<file path="config.mk">
export PLATFORM = sky130hd
export DESIGN_NAME = spm_mult_arbiter
export DESIGN_NICKNAME = d
export VERILOG_FILES = /design/src/rtl/spm_arb_pkg.sv /design/src/rtl/spm_arb_picker.sv /design/src/rtl/spm_mult_arbiter.sv
export SDC_FILE = /design/constraint.sdc
export NUM_CORES = 1
export LEC_CHECK = 0
export CAP_MARGIN = 0
export CELL_PAD_IN_SITES_DETAIL_PLACEMENT = 1
export CELL_PAD_IN_SITES_GLOBAL_PLACEMENT = 2
export CORE_MARGIN = 5
export CORE_UTILIZATION = 21
export CTS_BUF_LIST = sky130_fd_sc_hd__clkbuf_16
export DETAILED_ROUTE_END_ITERATION = 12
export HOLD_SLACK_MARGIN = 0.06
export PLACE_DENSITY_LB_ADDON = 0.1
export RECOVER_POWER = 25
export SYNTH_ARGS = -nofsm -noshare
export SYNTH_HDL_FRONTEND = slang
export SYNTH_SLANG_ARGS = --single-unit
</file>
<file path="constraint.sdc">
create_clock -name clk_out_i -period 5.1 [get_ports clk_out_i]
set_clock_uncertainty 0.1 [all_clocks]
set_input_delay 1.02 -clock clk_out_i [delete_from_list [all_inputs] [get_ports clk_out_i]]
set_output_delay 1.02 -clock clk_out_i [all_outputs]
set_load 0.03 [all_outputs]
</file>
<file path="src/rtl/spm_arb_pkg.sv">
// Shared definitions for the bit-serial multiply arbiter: FSM state encoding,
// operand/product widths and the requester-id width helper.
package spm_arb_pkg;

  localparam int OP_W   = 8;
  localparam int PROD_W = 2 * OP_W;

  typedef enum logic [2:0] {
    ST_IDLE = 3'd0,
    ST_CLR  = 3'd1,
    ST_LOAD = 3'd2,
    ST_RUN  = 3'd3,
    ST_RESP = 3'd4
  } state_e;

  // Width of a requester id; never narrower than one bit.
  function automatic int id_w(input int n);
    return (n <= 2) ? 1 : $clog2(n);
  endfunction

endpackage

</file>
<file path="src/rtl/spm_arb_picker.sv">
// Combinational one-hot grant. Searches req_valid_i circularly starting at
// ptr_i; with ptr_i held at zero this is plain lowest-index-wins priority.
module spm_arb_picker
  import spm_arb_pkg::*;
#(
  parameter int N_REQ = 4,
  parameter int ID_W  = id_w(N_REQ)
) (
  input  logic [N_REQ-1:0] valid_i,
  input  logic [ID_W-1:0]  ptr_i,
  output logic [N_REQ-1:0] gnt_o,
  output logic [ID_W-1:0]  gnt_id_o
);

  // First valid requester at or after the pointer wins.
  always_comb begin
    logic            found;
    logic [ID_W-1:0] idx;
    found    = 1'b0;
    idx      = '0;
    gnt_o    = '0;
    gnt_id_o = '0;
    for (int off = 0; off < N_REQ; off++) begin
      idx = ID_W'((int'(ptr_i) + off) % N_REQ);
      if (!found && valid_i[idx]) begin
        found      = 1'b1;
        gnt_o[idx] = 1'b1;
        gnt_id_o   = idx;
      end
    end
  end

endmodule

</file>
<file path="src/rtl/spm_mult_arbiter.sv">
// Shares one 8x8 signed bit-serial multiply engine between N_REQ requesters.
// Build option SPM_ARB_ROUND_ROBIN_EN: rotating priority (pointer moves to
// granted id + 1). Without it, lowest index wins and no pointer exists.
//
// state | meaning
// IDLE  | waiting for a request; grants and latches operands
// CLR   | engine reset pulse, clears its sticky done
// LOAD  | engine start pulse, cycle counter cleared
// RUN   | engine computing; done or timeout ends it
// RESP  | response presented until the consumer takes it
module spm_mult_arbiter
  import spm_arb_pkg::*;
#(
  parameter  int N_REQ       = 4,
  parameter  int TIMEOUT_CYC = 24,
  localparam int ID_W        = id_w(N_REQ)
) (
  input  logic                  clk_out_i,
  input  logic                  rst_i,
  input  logic [N_REQ-1:0]      req_valid_i,
  input  logic [N_REQ*OP_W-1:0] req_x_i,
  input  logic [N_REQ*OP_W-1:0] req_y_i,
  output logic [N_REQ-1:0]      req_ready_o,
  output logic                  rsp_valid_o,
  input  logic                  rsp_ready_i,
  output logic [ID_W-1:0]       rsp_id_o,
  output logic [PROD_W-1:0]     rsp_prod_o,
  output logic                  rsp_err_o,
  output logic                  busy_o,
  output logic                  eng_rst_o,
  output logic                  eng_start_o,
  output logic [OP_W-1:0]       eng_x_o,
  output logic [OP_W-1:0]       eng_y_o,
  input  logic                  eng_done_i,
  input  logic [PROD_W-1:0]     eng_prod_i
);

  localparam int CNT_W = $clog2(TIMEOUT_CYC + 1);

  state_e              state_q, state_d;
  logic [CNT_W-1:0]    cnt_q, cnt_d;
  logic [OP_W-1:0]     op_x_q, op_x_d;
  logic [OP_W-1:0]     op_y_q, op_y_d;
  logic [ID_W-1:0]     op_id_q, op_id_d;
  logic [PROD_W-1:0]   prod_q, prod_d;
  logic                err_q, err_d;
  logic [N_REQ-1:0]    gnt;
  logic [ID_W-1:0]     gnt_id;
  logic [ID_W-1:0]     rr_ptr;
  logic                grant_now;

  assign grant_now = (state_q == ST_IDLE) && (|req_valid_i) && !rst_i;

`ifdef SPM_ARB_ROUND_ROBIN_EN
  logic [ID_W-1:0] ptr_q, ptr_d;

  // Pointer advances past the winner so every requester gets a turn.
  always_comb begin
    ptr_d = ptr_q;
    if (grant_now) begin
      ptr_d = (gnt_id == ID_W'(N_REQ - 1)) ? '0 : gnt_id + 1'b1;
    end
  end

  // Pointer register.
  always_ff @(posedge clk_out_i) begin
    if (rst_i) ptr_q <= '0;
    else       ptr_q <= ptr_d;
  end

  assign rr_ptr = ptr_q;
`else
  assign rr_ptr = '0;
`endif

  spm_arb_picker #(
    .N_REQ (N_REQ),
    .ID_W  (ID_W)
  ) u_picker (
    .valid_i  (req_valid_i),
    .ptr_i    (rr_ptr),
    .gnt_o    (gnt),
    .gnt_id_o (gnt_id)
  );

  // Next-state, operand/response capture and engine strobes.
  always_comb begin
    state_d     = state_q;
    cnt_d       = cnt_q;
    op_x_d      = op_x_q;
    op_y_d      = op_y_q;
    op_id_d     = op_id_q;
    prod_d      = prod_q;
    err_d       = err_q;
    req_ready_o = '0;
    eng_start_o = 1'b0;
    eng_rst_o   = rst_i;
    case (state_q)
      ST_IDLE: begin
        if (grant_now) begin
          req_ready_o = gnt;
          op_x_d      = req_x_i[int'(gnt_id)*OP_W +: OP_W];
          op_y_d      = req_y_i[int'(gnt_id)*OP_W +: OP_W];
          op_id_d     = gnt_id;
          state_d     = ST_CLR;
        end
      end
      ST_CLR: begin
        eng_rst_o = 1'b1;
        state_d   = ST_LOAD;
      end
      ST_LOAD: begin
        eng_start_o = !rst_i;
        cnt_d       = '0;
        state_d     = ST_RUN;
      end
      ST_RUN: begin
        // done is checked first so it beats a coincident timeout
        if (eng_done_i) begin
          prod_d  = eng_prod_i;
          err_d   = 1'b0;
          state_d = ST_RESP;
        end else if (cnt_q == CNT_W'(TIMEOUT_CYC - 1)) begin
          prod_d  = '0;
          err_d   = 1'b1;
          state_d = ST_RESP;
        end else begin
          cnt_d = cnt_q + 1'b1;
        end
      end
      ST_RESP: begin
        if (rsp_ready_i) state_d = ST_IDLE;
      end
      default: state_d = ST_IDLE;
    endcase
  end

  // State and datapath registers; reset discards any response in flight.
  always_ff @(posedge clk_out_i) begin
    if (rst_i) begin
      state_q <= ST_IDLE;
      cnt_q   <= '0;
      op_x_q  <= '0;
      op_y_q  <= '0;
      op_id_q <= '0;
      prod_q  <= '0;
      err_q   <= 1'b0;
    end else begin
      state_q <= state_d;
      cnt_q   <= cnt_d;
      op_x_q  <= op_x_d;
      op_y_q  <= op_y_d;
      op_id_q <= op_id_d;
      prod_q  <= prod_d;
      err_q   <= err_d;
    end
  end

  assign rsp_valid_o = (state_q == ST_RESP);
  assign busy_o      = (state_q != ST_IDLE);
  assign rsp_id_o    = op_id_q;
  assign rsp_prod_o  = prod_q;
  assign rsp_err_o   = err_q;
  assign eng_x_o     = op_x_q;
  assign eng_y_o     = op_y_q;

endmodule
</file>
==> results of run 1 <==
synth_stat cells (all sizes together) (3+ instances only):
master / n
and2: 4
nor2: 22
dfxtp: 43
clkbuf: 8
a22o: 16
buf: 15
nor3: 6
a22oi: 48
o21ai: 5
nand2b: 19
inv: 3
a21oi: 25
nand2: 5
flip-flops by register name, indices dropped and copies added (netlist names):
signal and cells:
eng_x_o 8, cnt_q 5, state_q 3, rsp_prod_o 16
rsp_id_o 2, eng_y_o 8, rsp_err_o 1
cell type report:
| class | count | area [um^2] |
|---|---|---|
| Fill cell | 1193 | 6510 |
| Timing Repair Buffer | 137 | 1350 |
| Inverter | 3 | 11.3 |
| Clock buffer | 5 | 125 |
| Clock inverter | 3 | 20.0 |
| Tap cell | 136 | 170 |
| Sequential cell | 43 | 861 |
| Multi-Input combinational cell | 180 | 1180 |
metrics by stage:
step	util	std cells	setup slack (ps)	area (um^2)
global placement	0.350	499	1100	3580
CTS	0.364	507	1050	3720
floorplan	-	249	1970	2190
detailed placement	0.350	499	1070	3580
global route	0.363	507	647	3720
finish	0.363	507	747	3720
metal layers:
layer / vias up / global-route usage / share of wire
li1: 1180 / - / -
met1: 1122 / 0.175 / 0.47
met2: 86 / 0.215 / 0.45
met3: 4 / 0.0453 / 0.070
met4: 0 / 0.0321 / 0.0072
met5: - / 0 / 0
path summary, 6_finish.rpt:
check | cells past startpoint | endpoint | slack (ps) | from
worst max-delay path | 6 | req_ready_o[3] | 750 | req_valid_i[2]
worst min-delay path | 2 | rsp_id_o[0] | 380 | rsp_id_o[0]
worst max register to register | 4 | rsp_prod_o[14] | 3060 | state_q[0]
worst min register to register | 2 | rsp_id_o[0] | 380 | rsp_id_o[0]
critical path, cell delays in order:
cell and delay [ps]:
clkdlybuf4s50_1 450, clkbuf_1 650, nor2b_1 100, buf_4 230, and3_1 190, clkdlybuf4s50_1 590
cells by family after synthesis:
family,count (synthesis),share of synthesized area
fa+ha+maj,1,0.00572
flops,43,0.394
buf+inv,26,0.0635
simple gates,70,0.179
compound gates,109,0.358
power groups by stage:
stage | sequential [W] | clock (W) | combinational (W)
floorplan | 0.000445 | 0 | 0.000110
global placement | 0.000396 | 0 | 0.000318
detailed placement | 0.000397 | 0 | 0.000317
CTS | 0.000389 | 0.000339 | 0.000319
global route | 0.000393 | 0.000350 | 0.000330
finish | 0.000388 | 0.000321 | 0.000308
==> metrics.md, run 1 <==
| Metric | Value |
|---|---|
| Outcome | `finished, final reports clean` |
| Inserted Clock Buffers | `5` |
| Cell-internal power | `0.000700 W` |
| Total track usage | `0.134` |
| Die area | `0.0126 mm^2` |
| Root Buffer | `clkbuf_16` |
| Starting DRT DRC Count | `121` |
| I/O Buffers | `130` |
| Total number of vias | `around 2400` |
| H-tree depth | `2` |
| Final Max Slew Viols | `0` |
| Mean Syn Cell Area | `8.78 um^2` |
| Max Fclk | `0.230 GHz` |
| First-pass GRT wire length | `~14000 um` |
| Ports | `131` |
| Critical path fanouts, max | `20` |
| Net Count, Synth | `roughly 340` |
| Row count | `37` |
| Critical Path AT | `3230 ps` |
| Commonest cells after routing, fill and taps aside | `113 x clkdlybuf4s50_1, 48 x a22oi_1, 43 x dfxtp_1` |
| Post_cts resized | `0` |
| WL per Instance | `17.0 um` |
| Initial Util | `0.214` |
| Worst hold margin | `378 ps` |
| Vias per std cell | `4.72` |
| Final hold vios | `0` |
| Area of the core | `0.0102 mm^2` |
| Die span in y | `112 um` |
| Slew HR | `0.420` |
| Part of the power in combinational logic | `0.303` |
| Max VDD drop | `0.128 mV` |
| Postcts setup bufs | `0` |
| Least-Margin Pin Slew | `870 ps` |
| Nets | `459` |
| Clk buf depth | `2` |
| Most common library cell in the layout ignoring fill and taps | `clkdlybuf4s50_1` |
| Clock transition at the registers of the reported paths | `60 ps` |
| Area leader, netlist | `dfxtp_1` |
| Final TNS setup | `0 ps` |
| Async set-reset flop share out of synthesis | `0` |
| Die X | `112 um` |
| Clk sink count | `43` |
| EDFF count, synth | `0` |
| Number of inserted diodes | `0` |
| Clock network power share | `0.316` |
| Routed WL | `8620 um` |
| GP Congestion | `0.767` |
| DP Wirelength | `6310 um` |
| Largest net degree at the start of global routing | `37` |
| Synth Flop Type | `dfxtp_1` |
| Synth warnings | `0` |
| Leakage | `1.38 nW` |
| CTS hold repair buffers | `0` |
| Min-delay worst type | `flop to flop` |
| Layout Area Growth over Synthesis | `70.0%` |
| Initial antenna violation count | `0` |
| Skew-Pair Late Insertion Delay | `290 ps` |
| Synth unique cells | `42` |
| Top post-synthesis cells by area | `dfxtp_1 39%, a22oi_1 16%, a22o_1 6.4%` |
| CTS tree | `built` |
| Startpoint Class | `primary input` |
| DRC | `0` |
| Sw frac | `0.312` |
| Area share of the largest cell type after synthesis | `0.394` |
| Tcrit/Tclk final | `0.854` |
| Netlist Area Pre-Place | `0.00219 mm^2` |
| Tmin final | `4350 ps` |
| Total grt overflow | `0` |
| Unrepaired setup endpoints after global routing | `false` |
| Final setup vio count | `0` |
| Critical Path End Type | `output port` |
| Layout cells sized above 1 | `0.0512` |
| Critical path class | `primary input to output port` |
| Seq/Total Area, Yosys | `0.394` |
| Vias in the first global route | `2538` |
| DRT antenna net count | `0` |
| TritonRoute pass-1 iters | `4` |
| Cells after Synth | `249` |
| Flops & latches, synth | `43` |
| Switching power | `0.000317 W` |
| Pwr Density | `approximately 270 mW/mm^2` |
| Max-cap viol count | `0` |
| Overall Power | `0.00102 W` |
| Sequential Power Share | `0.382` |
| CP required | `3980 ps` |
Power figures use the tool's default switching activity.
==> inputs of run 2 (changes only) <==
Settings changed: GPL_TIMING_DRIVEN set to 1.
==> results of run 2 <==
The final DEF is identical to that of run 1; final timing and power are the same.
==> inputs of run 3 (changes only) <==
Settings changed: CAP_MARGIN 0 to 30.
==> results of run 3 <==
The final DEF is identical to that of run 1; final timing and power are the same.
